<file path="config.mk">
export PLATFORM = sky130hd
export DESIGN_NAME = rng_share_arbiter
export DESIGN_NICKNAME = d
export VERILOG_FILES = /design/src/rtl/rng_share_arbiter.sv
export SDC_FILE = /design/constraint.sdc
export NUM_CORES = 1
export LEC_CHECK = 0
export BUFFER_PORTS_ARGS = -buffer_cell sky130_fd_sc_hd__clkbuf_2
export CAP_MARGIN = 20
export CORE_MARGIN = 1
export CORE_UTILIZATION = 49
export CTS_BUF_LIST = sky130_fd_sc_hd__clkbuf_8
export CTS_CLUSTER_DIAMETER = 80
export DETAILED_ROUTE_END_ITERATION = 6
export PLACE_DENSITY = 0.8
export SYNTH_ARGS = -nofsm -noshare
export SYNTH_HDL_FRONTEND = slang
export SYNTH_SLANG_ARGS = --single-unit
</file>
<file path="constraint.sdc">
create_clock -name clk -period 1.7 [get_ports clk]
set_clock_uncertainty 0.1 [all_clocks]
set_input_delay 0.17 -clock clk [delete_from_list [all_inputs] [get_ports clk]]
set_output_delay 0.17 -clock clk [all_outputs]
set_load 0.005 [all_outputs]
</file>
<file path="src/rtl/rng_share_arbiter.sv">
// rng_share_arbiter: round-robin burst arbiter sharing one random source among NUM_REQ consumers
//   clk            rising-edge clock
//   reset          asynchronous active-high reset
//   enable         permits new grants (running bursts always finish)
//   rng_data       free-running random sample
//   req            level request per requester
//   grant          registered one-hot grant
//   out_valid      out_data/out_id hold a fresh sample
//   out_data       registered sample
//   out_id         owner of out_data
//   samples_served wrap-around count of delivered samples
module rng_share_arbiter #(
   parameter  int NUM_REQ   = 4,
   parameter  int DATA_W    = 8,
   parameter  int BURST_LEN = 4,
   localparam int IW        = NUM_REQ > 1 ? $clog2(NUM_REQ) : 1
) (
   input  logic               clk,
   input  logic               reset,
   input  logic               enable,
   input  logic [DATA_W-1:0]  rng_data,
   input  logic [NUM_REQ-1:0] req,
   output logic [NUM_REQ-1:0] grant,
   output logic               out_valid,
   output logic [DATA_W-1:0]  out_data,
   output logic [IW-1:0]      out_id,
   output logic [15:0]        samples_served
);
   typedef enum logic [1:0] {IDLE, BURST, DRAIN} state_t;
   localparam int BW = BURST_LEN > 1 ? $clog2(BURST_LEN) : 1;
   localparam logic [BW-1:0] LAST = BW'(BURST_LEN - 1);
   state_t             state_q, state_d;
   logic [NUM_REQ-1:0] grant_q, grant_d;
   logic [IW-1:0]      cur_q, cur_d, rr_ptr_q, rr_ptr_d, out_id_q, out_id_d, win;
   logic [BW-1:0]      beat_cnt_q, beat_cnt_d;
   logic               out_valid_q, out_valid_d, found;
   logic [DATA_W-1:0]  out_data_q, out_data_d;
   logic [15:0]        samples_served_q, samples_served_d;
   // first requester at or after rr_ptr, searching upward with wrap-around
   always_comb begin
      found = 1'b0;
      win   = '0;
      for (int i = 0; i < NUM_REQ; i++) begin
         if (!found && req[(int'(rr_ptr_q) + i) % NUM_REQ]) begin
            found = 1'b1;
            win   = IW'((int'(rr_ptr_q) + i) % NUM_REQ);
         end
      end
   end
   always_comb begin
      state_d          = state_q;
      grant_d          = grant_q;
      cur_d            = cur_q;
      beat_cnt_d       = beat_cnt_q;
      rr_ptr_d         = rr_ptr_q;
      out_valid_d      = 1'b0;
      out_data_d       = out_data_q;
      out_id_d         = out_id_q;
      samples_served_d = samples_served_q;
      case (state_q)
         IDLE: begin
            grant_d = '0;
            if (enable && found) begin
               state_d    = BURST;
               grant_d    = NUM_REQ'(1) << win;
               cur_d      = win;
               beat_cnt_d = '0;
               rr_ptr_d   = (int'(win) == NUM_REQ - 1) ? '0 : win + IW'(1);
            end
         end
         BURST: begin
            if (req[cur_q]) begin
               out_valid_d      = 1'b1;
               out_data_d       = rng_data;
               out_id_d         = cur_q;
               samples_served_d = samples_served_q + 16'd1;
               beat_cnt_d       = beat_cnt_q + BW'(1);
               if (beat_cnt_q == LAST) begin
                  state_d = DRAIN;
                  grant_d = '0;
               end
            end else begin
               // owner dropped its request: abort, never restart silently
               state_d = DRAIN;
               grant_d = '0;
            end
         end
         default: begin
            state_d = IDLE;
            grant_d = '0;
         end
      endcase
   end
   always_ff @(posedge clk or posedge reset) begin
      if (reset) begin
         state_q          <= IDLE;
         grant_q          <= '0;
         cur_q            <= '0;
         beat_cnt_q       <= '0;
         rr_ptr_q         <= '0;
         out_valid_q      <= 1'b0;
         out_data_q       <= '0;
         out_id_q         <= '0;
         samples_served_q <= '0;
      end else begin
         state_q          <= state_d;
         grant_q          <= grant_d;
         cur_q            <= cur_d;
         beat_cnt_q       <= beat_cnt_d;
         rr_ptr_q         <= rr_ptr_d;
         out_valid_q      <= out_valid_d;
         out_data_q       <= out_data_d;
         out_id_q         <= out_id_d;
         samples_served_q <= samples_served_d;
      end
   end
   assign grant          = grant_q;
   assign out_valid      = out_valid_q;
   assign out_data       = out_data_q;
   assign out_id         = out_id_q;
   assign samples_served = samples_served_q;
endmodule

</file>
== After elaboration in Yosys (flattened, before gate mapping) ==
Index checks and enable logic that the tools add are counted.

* Equal/unequal tests: 6
* Shift operators: 1
* Order comparisons: 5
* Muxes and demuxes: 35
* Reductions and logical operators: 16
* Bitwise operators: 3
* $add $sub $neg: 6

{| class="wikitable"
|+ Operator list
! cell !! count
|-
| 2-bit two-way mux || 10
|-
| 16-bit by 1-bit adder with 16-bit output (second input constant) || 1
|-
| 1-bit two-way mux || 14
|-
| 3-bit by 4-bit less-than comparator with 1-bit output (second input constant) || 3
|-
| 4-bit two-way mux || 3
|-
| 1-bit binary-select mux with 2-bit select || 5
|-
| 2-bit case mux with 2 select lines || 2
|-
| 4-bit case mux with 2 select lines || 1
|-
| 2-bit by 1-bit adder with 2-bit output (second input constant) || 3
|-
| 2-bit by 3-bit less-than comparator with 1-bit output (second input constant) || 2
|-
| 2-bit AND reduction || 3
|-
| 2-bit OR reduction || 3
|-
| 2-bit adder (second input constant) || 2
|-
| 2-bit by 1-bit == test with 1-bit output (second input constant) || 2
|-
| 1-bit logical AND || 4
|-
| 2-bit inequality test (second input constant) || 2
|-
| 1-bit by 2-bit << shifter with 4-bit output (first input constant) || 1
|-
| 1-bit bitwise AND (first input constant) || 3
|-
| 1-bit zero test || 3
|-
| 3-bit inequality test (second input constant) || 1
|-
| 3-bit AND reduction || 1
|-
| 2-bit == test (second input constant) || 1
|-
| 2-bit zero test || 1
|-
| 2-bit nonzero test || 1
|}

* Bits in registers: 39

== Longest topological paths before layout ==
Gate-level depths: netlist (run 1).

* Depth after elaboration: 17
* Depth in mapped cells: 6

== Worst setup path after synthesis (run 1) ==
OpenSTA, ideal clock, no wires.

* Path type: flip-flop to flip-flop
* Start point: register cur_q[1]
* End point: register samples_served_q[14], in the netlist samples_served[14]
* Required time: 1.476 ns
* Setup time: 0.124 ns
* Stages on the path, launching flop included: 6
* Path slack: -0.044 ns
* Buffers on the path: 1
* Arrival time: 1.520 ns
* Cells stage by stage: dfrtp_1 -> mux4_2 -> and3_4 -> buf_6 -> and4_4 -> xor2_1

* Cells in the longest elaborated chain, start to end: 3

{| class="wikitable"
|+ RTL lines
! what !! line !! text
|-
| start: declaration || 34 || <nowiki>logic [IW-1:0] cur_q, cur_d, rr_ptr_q, rr_ptr_d, out_id_q, out_id_d, win;</nowiki>
|-
| start signal: assignment || 108 || <nowiki>cur_q <= cur_d;</nowiki>
|-
| 1-bit binary-select mux with 2-bit select || 72 || <nowiki>if (req[cur_q]) begin</nowiki>
|-
| 1-bit two-way mux (not written as such) || 72 ||
|-
| 2-bit AND reduction (no source line) || n/a ||
|-
| end signal: assignment || 114 || <nowiki>samples_served_q <= samples_served_d;</nowiki>
|-
| end: declaration || 38 || <nowiki>logic [15:0] samples_served_q, samples_served_d;</nowiki>
|}

No other way between the ends. The select of a mux whose other input is x is not followed.
A chain may end at the register's enable or synchronous reset.

== Final worst setup path (run 1) ==
Same ends and word-level chain as after synthesis.

==> results.md, run 1 <==
Clock tree:
- In this run the clock root is driven by a clkbuf_8.
- TritonCTS built the clock tree.
- Buffers inserted during clock tree synthesis total 5.
- The CTS sink count is 39.
- The maximum level of the CTS H-tree is 2.
- After clock tree synthesis, the clock-pin slew on the worst setup and hold paths is 0.07 ns.
- The insertion delay of the later-clocked pin in the worst-skew pair is 0.29 ns.
- The number of buffers on the longest clock path is 2.

Synthesis:
- Among all flip-flop cells after synthesis, the most frequent one is dfrtp_1.
- The number of instances in the synthesized netlist is 169.
- The cell with the most instances after synthesis is dfrtp_1.
- In this run, synthesis produced a sequential element count of 39.
- The net count of the mapped netlist is 190.
- The average cell area after synthesis is 10.53 µm².
- The async set or reset register ratio after synthesis is 100.0%.
- After synthesis the cells add up to 0.001779 mm².
- Yosys attributes the largest share of cell area to dfrtp_1 (55%), nand2_1 (8.0%), xnor2_1 (6.4%), ha_1 (4.2%), a22o_1 (2.5%).
- Yosys mapped the design onto 35 distinct sky130hd cell types.
- Sorting the synthesized cells by how often they occur yields dfrtp_1 (39), nand2_1 (38), xnor2_1 (13).
- The synthesized design contains 0 enable-type register cells.
- The area share of the largest cell type after synthesis is 54.85%.
- Yosys printed 0 warnings.
- Sequential elements use 54.85% of the synthesized area.
- Of all cell types, the one taking the most synthesized area is dfrtp_1.

Timing:
- The hold violation count in the final report is 0.
- At the pin with the least slew margin, the transition time is 0.8578 ns.
- The post-route worst hold slack is 0.2326 ns.
- The maximum achievable frequency is 602.8 MHz.
- The shortest period the worst path allows is 1.659 ns.
- Setup repair after global routing could not meet its margin everywhere.
- After routing, the total negative slack on setup checks comes to 0 ns.
- Setup violations remaining at the end of the flow were counted as 0.
- After layout, the worst setup slack is 0.04111 ns.
- The worst slew margin relative to its limit is 42.06%.
- The worst path uses 97.58% of the clock period.
- The final-report max-slew violation count came to 0.

Layout:
- The layout cell share with drive strength beyond 1 is 30.38%.
- Summing all multi-input logic gate instances after layout gives 764.5 µm².
- The number of nets in the layout is 259.
- The final core utilization is 67.95%.
- The number of diodes is 0.
- Counting the fill cells in the layout gives 283.
- The cell area after layout is 0.002321 mm².
- The sequential cells in the finished layout cover a total of 975.9 µm².
- The area added between synthesis and finish is 30.45%.

Global route:
- The first global-routing pass estimated 6334 µm of wire.
- The total congestion overflow is 0.
- Global routing used 21.34% of the available tracks across all layers.
- The number of global-route vias before repair came to 1376.
- Entering global routing, the biggest net connects 40 pins.
- The number of antenna violations at the first check in global routing came to 0.

Place:
- The worst slack after detailed placement is 0.02094 ns.
- The final weighted congestion in routability-driven placement is 0.8268.
- Detailed placement finished with a half-perimeter wire length of 2456 µm.
- The post-placement cell area is 0.002127 mm².
- The number of buffers inserted by port buffering is 45.

Status:
- The flow ran to the end, and the final reports show no timing, DRC or antenna violations.

Drt:
- In the routed design, unresolved DRC markers number 0.
- The detailed-router iteration count before antenna repair is 4.
- Dividing the detail-routed wire length by the instance count gives 12.69 µm.
- In the routed layout, each cell is associated on average with a via count of 5.021.
- For this block, the initial DRC count from the detailed router was 65.
- Wires add up to 3591 µm.
- Once detail routing completed, the nets flagged for antenna violations numbered 0.
- The vias after detailed routing is 1421.

Pwr:
- The clock power share is 17.0%.
- Summed over all cells, the static leakage comes to 1.223 nW.
- The power spent charging and discharging nets is 1.146 mW.
- Internal power comes to 2.098 mW.
- The worst voltage drop across the vdd grid is 854.8 µV.
- In this run the power density over the cells is 1398 mW/mm².
- In this run, flip-flops and latches consume 43.5% of the power.
- In this run switching power makes up 35.33% of total power.
- The combinational cell fraction of total power is 39.5%.

Critical path:
- The highest net fanout along the worst path is 5.
- The arrival time reported for the critical path endpoint is 1.74 ns.
- The critical path capture point type is a register.
- STA classifies the critical path startpoint as a register.
- The required time at the endpoint of the critical path is 1.78 ns.
- The critical path is of the register to register type.

Floorplan:
- The floorplan step defined a core boundary enclosing 0.003416 mm².
- The top-level I/O count is 46.
- Measured along the x axis, the die boundary spans 62.26 µm.
- The floorplan step set the die height to 62.26 µm.
- After floorplanning, the core was divided into 21 placement rows.
- The die covers 0.003876 mm².
- For this configuration, the core starts out at a cell density of 52.09%.

Worst hold path:
- The class of the tightest hold or removal check is input port to register.

Job:
- Across the run, the number of max-cap violations was 0.
-- cells in the final DEF, fill, tap and decap left out, drive strengths merged, types with 2 or more instances in the layout --
cell         instances
nand3                7
o21ai                3
dlygate4sd3          9
and2                 3
nand2               39
nor3                 2
dfrtp               39
clkbuf              50
xnor2               13
nand2b               3
a22o                 5
inv                  9
xor2                 2
nor3b                2
nor2                 6
ha                   6
a21oi                5
and4                 4
nand4                5
and3                 4
buf                 12
-- registers in the layout, summed over array words and instances, names as in the netlist --
name            flops
cur_q               2
grant               4
beat_cnt_q          2
state_q             2
samples_served     16
out_data            8
out_id              2
rr_ptr_q            2
out_valid           1
-- cell families (layout without fill, tap and decap cells) --
family,count (synthesis),in the layout,synth area share [%]
AOI/OAI and AO/OA,18,18,6.962
xor gates and xnor gates,15,15,7.384
adders and majority gates,6,6,4.219
buffers and inverters,12,80,3.094
DFF,39,39,54.85
muxes,3,3,2.461
and+or+nand+nor,76,76,21.03
-- critical path: stages (launching register included) --
cell and delay (ns):
dfrtp_1 0.37, mux4_2 0.57, and3_4 0.21, and4_4 0.17, xor2_1 0.13
-- what timing repair did --
item	4_1_cts	5_1_grt
endpoints found under the setup margin	0	14
hold buffers	9	0
hold endpoints to repair	47	0
gates resized for setup	0	6
setup buffers	0	1
-- layout make-up --
type | instances | area share, %
sequential | 39 | 42.05
multi-input combinational | 118 | 32.94
timing repair buffer | 66 | 18.01
clock buffer | 5 | 2.965
tap | 46 | 2.480
inverter | 8 | 1.402
clock inverter | 1 | 0.1617
-- routing by layer --
| metal | global-route usage [%] | wire length [µm] |
|---|---|---|
| met4 | 8.430 | 54 |
| met1 | 26.94 | 1668 |
| met3 | 6.250 | 153 |
| met2 | 34.48 | 1715 |
| met5 | 0 | 0 |
-- path summary, 6_finish.rpt --
check / startpoint / to / slack (ns) / cells after the start
worst max-delay path: cur_q[1] / samples_served[14] / 0.04 / 4
worst min-delay path: req[2] / state_q[0] / 0.23 / 3
worst max register to register: cur_q[1] / samples_served[14] / 0.04 / 4
worst min register to register: samples_served[15] / samples_served[15] / 0.37 / 1
max in group asynchronous: reset / samples_served[3] / 0.76 / 4
min in group asynchronous: reset / out_data[6] / 0.41 / 4
-- stage by stage --
stage	std cells	power (mW)
6_report	283	3.244
5_1_grt	283	3.495
4_1_cts	283	3.226
3_5_place_dp	268	2.657
3_3_place_gp	268	2.624
2_1_floorplan	169	2.106
-- power by group through the flow --
stage	Combinational [mW]	Clock, mW	Sequential (mW)
3_3_place_gp	1.21	0	1.42
6_report	1.28	0.552	1.41
2_1_floorplan	0.669	0	1.44
3_5_place_dp	1.24	0	1.42
4_1_cts	1.26	0.565	1.40
5_1_grt	1.44	0.611	1.45
Note: power is estimated with default switching activity, not from simulation.
==> run 2: changes to the inputs <==
--- a/config.mk
+++ b/config.mk
@@ -6,13 +6,13 @@
 export NUM_CORES = 1
 export LEC_CHECK = 0
 export BUFFER_PORTS_ARGS = -buffer_cell sky130_fd_sc_hd__clkbuf_2
-export CAP_MARGIN = 20
 export CORE_MARGIN = 1
-export CORE_UTILIZATION = 49
+export CORE_UTILIZATION = 50
 export CTS_BUF_LIST = sky130_fd_sc_hd__clkbuf_8
 export CTS_CLUSTER_DIAMETER = 80
 export DETAILED_ROUTE_END_ITERATION = 6
-export PLACE_DENSITY = 0.8
+export PLACE_DENSITY = 0.78
+export REMOVE_ABC_BUFFERS = 1
 export SYNTH_ARGS = -nofsm -noshare
 export SYNTH_HDL_FRONTEND = slang
 export SYNTH_SLANG_ARGS = --single-unit
==> constraint.sdc (replaced) <==
create_clock -name clk -period 1.8 [get_ports clk]
set_clock_uncertainty 0.1 [all_clocks]
set_input_delay 0.18 -clock clk [delete_from_list [all_inputs] [get_ports clk]]
set_output_delay 0.18 -clock clk [all_outputs]
set_load 0.005 [all_outputs]
==> run 2 against run 1 <==
  * Final cell count down 0.35%
  * Combinational power down 9%
  * Critical path depth unchanged
  * Count of clock-buffer cells in the layout unchanged
  * Clock power up 1%
  * Maximum frequency down 1.4%
  * Global-route usage up 0.68 points
  * Power down 5.9%
  * Critical endpoint unchanged
  * Largest power group unchanged
==> results.md, run 2 (same netlist as run 1, synthesis figures left out) <==
Status:
- The flow ran to the end, and the final reports show no timing, DRC or antenna violations.

Global route:
- The number of antenna violations at the first check in global routing came to 0 (unchanged).
- The first-pass GRT wire length is 5892 µm (-7.0%).
- The pin count of the biggest net entering global routing was 40 (unchanged).
- In this run the most used layer during global routing was met2.
- The met2 track demand over resource is 36.71% (+2.2 points).
- The global routing usage on met3 is 6.933% (+0.68 points).
- The number of global-route vias before repair is 1331 (-3.3%).
- The total congestion overflow was 0 (unchanged).
- The global routing usage on met1 came to 26.90% (-0.040 points).
- The global-route usage over all layers is 22.02% (+0.68 points).

Floorplan:
- The initial cell density of the core is 52.90% (+0.81 points).
- The width of the die is 61.65 µm (-0.98%).
- The vertical die dimension is 61.65 µm (-0.98%).
- The number of placement rows is 21 (unchanged).
- The floorplan die area came to 0.003801 mm² (-2.0%).
- The floorplan core area is 0.003363 mm² (-1.5%).
- The top-level I/O count was 46 (unchanged).

Drt:
- The post-route antenna net violation count was 0 (unchanged).
- The DRC violation total after the first TritonRoute iteration is 40 (-38%).
- The via density per instance was 5.156 (+2.7%).
- The detailed-router iteration count before antenna repair is 4 (unchanged).
- The remaining design rule violation count is 0 (unchanged).
- The vias after detailed routing came to 1454 (+2.3%).
- The mean routed wirelength per cell is 13.22 µm (+4.2%).
- The total detailed-routing wirelength was 3728 µm (+3.8%).

Place:
- The final weighted congestion in routability-driven placement was 0.8038 (-2.8%).
- The number of buffers inserted by port buffering came to 45 (unchanged).
- The HPWL after detailed placement came to 2587 µm (+5.3%).

Layout:
- The layout cell share with drive strength beyond 1 is 28.81% (-1.6 points).
- The number of diodes was 0 (unchanged).
- The flip-flop count of the largest register after layout is 16 (unchanged).
- Leaving out fill and tap cells, the most frequent cells in the layout are clkbuf_2 (45), dfrtp_1 (39), nand2_1 (38).
- Leaving out fill and tap cells, the most frequent cell in the layout is clkbuf_2.
- The area added between synthesis and finish is 28.27%.
- The number of nets in the layout is 256 (-1.2%).

Timing:
- The post-route worst hold slack is 0.2479 ns (+0.01535 ns).
- The setup TNS is 0 ns (unchanged).
- The shortest period the worst path allows was 1.683 ns (+0.02397 ns).
- The maximum achievable frequency is 594.2 MHz (-1.4%).
- The final-report max-slew violation count is 0 (unchanged).
- The transition time at the pin with the least slew margin is 0.9578 ns (+0.1000 ns).
- Setup repair after global routing left no endpoint under its margin.
- The final-report setup violation count is 0 (unchanged).
- The worst slew margin relative to its limit is 35.31% (-6.8 points).
- The hold violation count in the final report is 0 (unchanged).
- The final cycle utilization of the critical path is 93.49% (-4.1 points).

Clock tree:
- The insertion delay of the later-clocked pin in the worst-skew pair is 0.29 ns (about the same).
- The post-CTS setup buffer count was 0 (unchanged).
- TritonCTS built the clock tree.
- The clock transition time at the flip-flop clock pins of the worst setup and hold paths is 0.08 ns (about the same).
- The CTS sink count is 39 (unchanged).
- The number of CTS-inserted buffers is 5 (unchanged).
- The maximum level of the CTS H-tree is 2 (unchanged).
- The number of buffers on the longest clock path was 2 (unchanged).
- The root buffer cell chosen for the clock tree is clkbuf_8.

Critical path:
- The highest net fanout along the worst path came to 7 (+2).
- The count of buffering cells on the critical path with inverters included was 0 (unchanged).
- The worst setup path is launched from a register.
- The classification of the worst setup path is register to register.
- The slowest stage of the critical path is the mux4_2 cell.
- The required time at the endpoint of the critical path is 1.87 ns (+0.09 ns).
- The signal on the critical path passes through mux4_2 > and3_4 > and4_4 > xor2_1.
- STA classifies the critical path endpoint as a register.
- The arrival time reported for the critical path endpoint is 1.76 ns (+0.02 ns).
- The category of cells accounting for the largest share of critical-path delay is multiplexers.
- The maximum cell stage delay along the critical path is 0.56 ns (about the same).

Worst hold path:
- The class of the tightest hold or removal check is input port to register.

Job:
- The count of max-cap constraint violations is 0 (unchanged).

Pwr:
- The worst voltage drop across the vdd grid was 803.9 µV (-6.0%).
- The leakage component of the power is 1.202 nW (-1.7%).
- The power density over the cells is 1338 mW/mm² (-4.3%).
[run 2: changes by cell type in the layout (fill, tap and decap cells not counted), sizes merged]
cell / previous run / this run
clkinv: 0 / 1
clkinvlp: 0 / 1
buf: 12 / 9
[run 2: final cells by class]
type	count	area (µm²)
timing repair buffer	63	382.9
inverter	8	32.53
fill	283	1081
sequential	39	975.9
clock inverter	3	16.27
tap	46	57.56
clock buffer	5	68.82
multi-input combinational	118	748.2
[run 2: per-stage QoR]
step	setup slack (ns)	cell area, µm²	std cells	power (mW)	util (%)
6_report	0.1171	2282	282	3.053	67.86
4_1_cts	0.08362	2280	282	3.054	67.78
3_3_place_gp	0.1100	2105	265	2.443	62.57
3_5_place_dp	0.1101	2105	265	2.476	62.57
2_1_floorplan	0.08004	1754	165	1.961	-
5_1_grt	0.007457	2282	282	3.299	67.86
[run 2: metal layers]
metal | vias to the layer above | wire, µm
met4 | 0 | 43
met3 | 6 | 119
li1 | 709 | -
met2 | 34 | 1919
met1 | 705 | 1645
met5 | - | 0
[run 2: path summary, 6_finish.rpt]
check | from | slack, ns | cells after the start | endpoint
max | cur_q[1] | 0.12 | 4 | samples_served[14]
min | req[2] | 0.25 | 3 | state_q[0]
max in group asynchronous | reset | 0.82 | 4 | samples_served[13]
max reg2reg | cur_q[1] | 0.12 | 4 | samples_served[14]
min in group asynchronous | reset | 0.45 | 4 | out_valid
min reg2reg | samples_served[15] | 0.37 | 1 | samples_served[15]
[run 2: what timing repair did]
| action | CTS | global route |
|---|---|---|
| setup endpoints to repair | 0 | 3 |
| hold endpoints to repair | 47 | 0 |
| hold buffers | 9 | 0 |
| gates resized for setup | 0 | 2 |
[run 2: worst register-to-register path, cell delays in order, from the launching register on]
cell and delay (ns):
dfrtp_1 0.38, mux4_2 0.56, and3_4 0.24, and4_4 0.17, xor2_1 0.13
[run 2: power breakdown]
| part | internal [mW] | switching [mW] |
|---|---|---|
| combinational | 0.534 | 0.625 |
| sequential | 1.15 | 0.188 |
| clock | 0.265 | 0.294 |
| total | 1.95 | 1.11 |
==> run 3: changes to the inputs <==
--- a/config.mk
+++ b/config.mk
@@ -5,13 +5,14 @@
 export SDC_FILE = /design/constraint.sdc
 export NUM_CORES = 1
 export LEC_CHECK = 0
+export ABC_AREA = 1
 export BUFFER_PORTS_ARGS = -buffer_cell sky130_fd_sc_hd__clkbuf_2
 export CORE_MARGIN = 1
 export CORE_UTILIZATION = 50
 export CTS_BUF_LIST = sky130_fd_sc_hd__clkbuf_8
 export CTS_CLUSTER_DIAMETER = 80
 export DETAILED_ROUTE_END_ITERATION = 6
-export PLACE_DENSITY = 0.78
+export PLACE_DENSITY = 0.76
 export REMOVE_ABC_BUFFERS = 1
 export SYNTH_ARGS = -nofsm -noshare
 export SYNTH_HDL_FRONTEND = slang
==> run 3 against run 2 <==
  * The run now ends with negative setup slack left
  * Sequential power rose by 8%
  * Worst hold slack improved by 0.047 ns
  * First-iteration DRC count rose to 2.6 times the previous value
  * Maximum frequency fell by 15%
  * Flip-flop and latch count did not move
  * Critical path depth rose by 9
==> results.md, run 3 <==
Timing:
- The worst slew margin relative to its limit is 54.46% (+19 points).
- The post-route worst hold slack was 0.2947 ns (+0.04680 ns).
- The transition time at the pin with the least slew margin is 0.6817 ns (-0.2762 ns).
- The final cycle utilization of the critical path is 110.1% (+17 points).
- The maximum achievable frequency is 504.7 MHz (-15%).
- The setup slack of the critical path after layout came to -0.1816 ns (-0.2987 ns).
- The setup TNS came to -0.6700 ns (-0.6700 ns).
- The final-report max-slew violation count came to 0 (unchanged).
- The shortest period the worst path allows is 1.982 ns (+0.2987 ns).
- The final-report setup violation count is 6 (+6).
- The hold violation count in the final report is 0 (unchanged).
- Setup repair after global routing could not meet its margin everywhere.

Global route:
- The first-pass GRT wire length is 7417 µm (+26%).
- met2 is the most crowded layer.
- The pin count of the biggest net entering global routing is 40 (unchanged).
- The met2 track demand over resource is 39.63% (+2.9 points).
- The global routing usage on met1 came to 25.53% (-1.4 points).
- The global-route usage over all layers is 22.44% (+0.42 points).
- The number of antenna violations at the first check in global routing is 0 (unchanged).
- The total congestion overflow is 0 (unchanged).
- The number of global-route vias before repair is 1754 (+32%).
- The global routing usage on met3 was 5.651% (-1.3 points).

Critical path:
- The critical path launch point type is a register.
- The maximum cell stage delay along the critical path is 0.45 ns (-0.11 ns).
- Walking the worst path, the cells encountered are buf_6 > nand2_2 > nand2_2 > nand2_1 > nand2_2 > nor2_4 > nand3_2 > nand2_1 > nand2_2 > inv_2 > ha_4 > nand2_2 > o21ai_2.
- The required time at the endpoint of the critical path came to 1.89 ns (+0.02 ns).
- The critical path capture point type is a register.
- The cell at the slowest stage of the critical path is dfrtp_2.
- The highest net fanout along the worst path is 5 (-2).
- The classification of the worst setup path is register to register.
- The arrival time reported for the critical path endpoint was 2.07 ns (+0.31 ns).
- The cell that appears most often on the critical path is nand2_2.

Clock tree:
- TritonCTS built the clock tree.
- The tree is rooted in a clkbuf_8.
- The CTS sink count is 39 (unchanged).
- The number of CTS-inserted buffers is 5 (unchanged).
- The insertion delay of the later-clocked pin in the worst-skew pair is 0.29 ns (about the same).
- The clock transition time at the flip-flop clock pins of the worst setup and hold paths was 0.08 ns (about the same).
- The maximum level of the CTS H-tree is 2 (unchanged).
- The number of buffers on the longest clock path is 2 (unchanged).

Synthesis:
- The number of instances in the synthesized netlist came to 266 (+57%).
- The yosys synthesis warning count is 0 (unchanged).
- The number of different library cells in the post-synthesis netlist came to 29 (-17%).
- The cell with the most instances after synthesis is nand2_1.
- Among all flip-flop cells after synthesis, the most frequent one is dfrtp_1.
- The synthesized flop and latch total was 39 (unchanged).
- The number of flops mapped to enable cells by yosys came to 0 (unchanged).
- The sequential cell area fraction in the yosys report is 46.04% (-8.8 points).
- The async set or reset register ratio after synthesis was 100.0% (unchanged).
- Of all cell types, the one taking the most synthesized area is dfrtp_1.
- By area the synthesized netlist is led by dfrtp_1 (46%), nand2_1 (19%), inv_1 (4.6%), ha_1 (3.5%), xor2_1 (2.9%).
- Ranked by instance count, the synthesized netlist is headed by nand2_1 (106), dfrtp_1 (39), inv_1 (26).
- The summed instance area of the synthesized netlist came to 0.002120 mm² (+19%).
- The average cell area after synthesis came to 7.968 µm² (-24%).
- The area share of the largest cell type after synthesis is 46.04% (-8.8 points).

Drt:
- The vias after detailed routing is 2020 (+39%).
- The remaining design rule violation count is 0 (unchanged).
- The via density per instance is 5.063 (-1.8%).
- The mean routed wirelength per cell came to 12.67 µm (-4.1%).
- The post-route antenna net violation count was 0 (unchanged).
- The DRC violation total after the first TritonRoute iteration is 102 (+160%).
- The detailed-router iteration count before antenna repair is 5 (+1).
- The total detailed-routing wirelength is 5056 µm (+36%).

Pwr:
- The overall power came to 4.647 mW (+52%).
- The leakage component of the power was 1.515 nW (+26%).
- The worst voltage drop across the vdd grid is 1058 µV (+32%).
- The power density over the cells was 1625 mW/mm² (+21%).

Layout:
- The layout cell share with drive strength beyond 1 came to 35.82% (+7.0 points).
- The cell area after layout is 0.002860 mm² (+25%).
- The flip-flop count of the largest register after layout came to 16 (unchanged).
- The number of fill cells is 321 (+13%).
- The number of nets in the layout was 369 (+44%).
- The most common cell after layout, fill and taps aside is nand2_1.
- The number of standard cells in the final layout excluding fillers came to 399 (+41%).
- In the layout the commonest cells are nand2_1 (93), clkbuf_2 (45), dfrtp_1 (38).
- The area growth from synthesis to layout is 34.95%.
- The number of diodes is 0 (unchanged).

Floorplan:
- The number of placement rows is 23 (+9.5%).
- The initial cell density of the core is 52.61% (-0.29 points).
- The floorplan core area is 0.004029 mm² (+20%).
- The floorplan die area came to 0.004504 mm² (+18%).
- The width of the die is 67.11 µm (+8.9%).
- The vertical die dimension is 67.11 µm (+8.9%).
- The top-level I/O count was 46 (unchanged).

Status:
- The checks that failed: negative setup slack.
- The run finished, with violations left.

Place:
- The HPWL after detailed placement was 3169 µm (+23%).
- The number of buffers inserted by port buffering came to 45 (unchanged).
- The cell total after placement is 374 (+41%).
- The final weighted congestion in routability-driven placement is 0.8817 (+9.7%).
- The post-placement cell area came to 0.002504 mm² (+19%).

Worst hold path:
- The path class of the tightest hold or removal check is input port to register.

Job:
- The count of max-cap constraint violations is 0 (unchanged).
run 3: changes by cell type after synthesis, moves of 5 or more:
| cell | previous run | this run |
|---|---|---|
| nand2_1 | 38 | 106 |
| inv_1 | 7 | 26 |
| nor2_1 | 6 | 13 |
| xnor2_1 | 13 | 6 |
| nand2_2 | 1 | 7 |
| o21ai_0 | 3 | 9 |
| a22o_1 | 5 | 0 |
| xor2_1 | 2 | 7 |
run 3: metrics by stage:
stage          setup slack [ns]  utilization, %
2_1_floorplan           -0.1429               -
3_3_place_gp           -0.08358           62.14
3_5_place_dp            -0.1319           62.14
4_1_cts                -0.09814           67.42
5_1_grt                 -0.2553           70.99
6_report                -0.1816           70.99
run 3: cells by family after synthesis:
logic type,synth area share [%]
simple gates,33.12
xor+xnor,5.372
buf+inv,6.906
fa+ha+maj,3.542
compound gates,5.018
flops,46.05
run 3: report_power, final:
group | switching, mW | internal [mW]
combinational | 1.46 | 1.17
clock | 0.311 | 0.265
sequential | 0.255 | 1.18
run 3: area by class of cell:
class,instances,area [µm²],area share (%)
multi-input combinational,193,1092,38.19
sequential,39,977.2,34.16
timing repair buffer,79,525.5,18.37
inverter,30,117.6,4.112
clock buffer,5,68.82,2.406
tap,50,62.56,2.187
clock inverter,3,16.27,0.5687
run 3: layer usage:
metal / vias to the layer above / part of all wire [%]
met5: - / 0
met2: 61 / 51
met3: 14 / 5.0
met4: 0 / 2.0
li1: 998 / -
met1: 947 / 42
run 3: path summary, 6_finish.rpt:
| path | from | endpoint | slack (ns) | cells past startpoint |
|---|---|---|---|---|
| min reg2reg | out_data[2] | out_data[2] | 0.38 | 2 |
| max in group asynchronous | reset | rr_ptr_q[0] | 0.81 | 4 |
| max reg2reg | rr_ptr_q[0] | rr_ptr_q[1] | -0.18 | 13 |
| max | rr_ptr_q[0] | rr_ptr_q[1] | -0.18 | 13 |
| min | enable | state_q[0] | 0.29 | 4 |
| min in group asynchronous | reset | out_data[7] | 0.44 | 4 |
run 3: what timing repair did:
item,4_1_cts,5_1_grt
hold endpoints to repair,47,0
gates resized for setup,10,27
pin swaps,10,20
setup endpoints to repair,5,10
buffers inserted,2,6
hold buffers,9,0
run 3: critical path, delay by kind of cell, from the launching register on:
family | cells | cell delay (ns)
fa+ha+maj | 1 | 0.19
simple gates | 9 | 0.86
compound gates | 1 | 0.04
buf+inv | 2 | 0.23
flops | 1 | 0.45
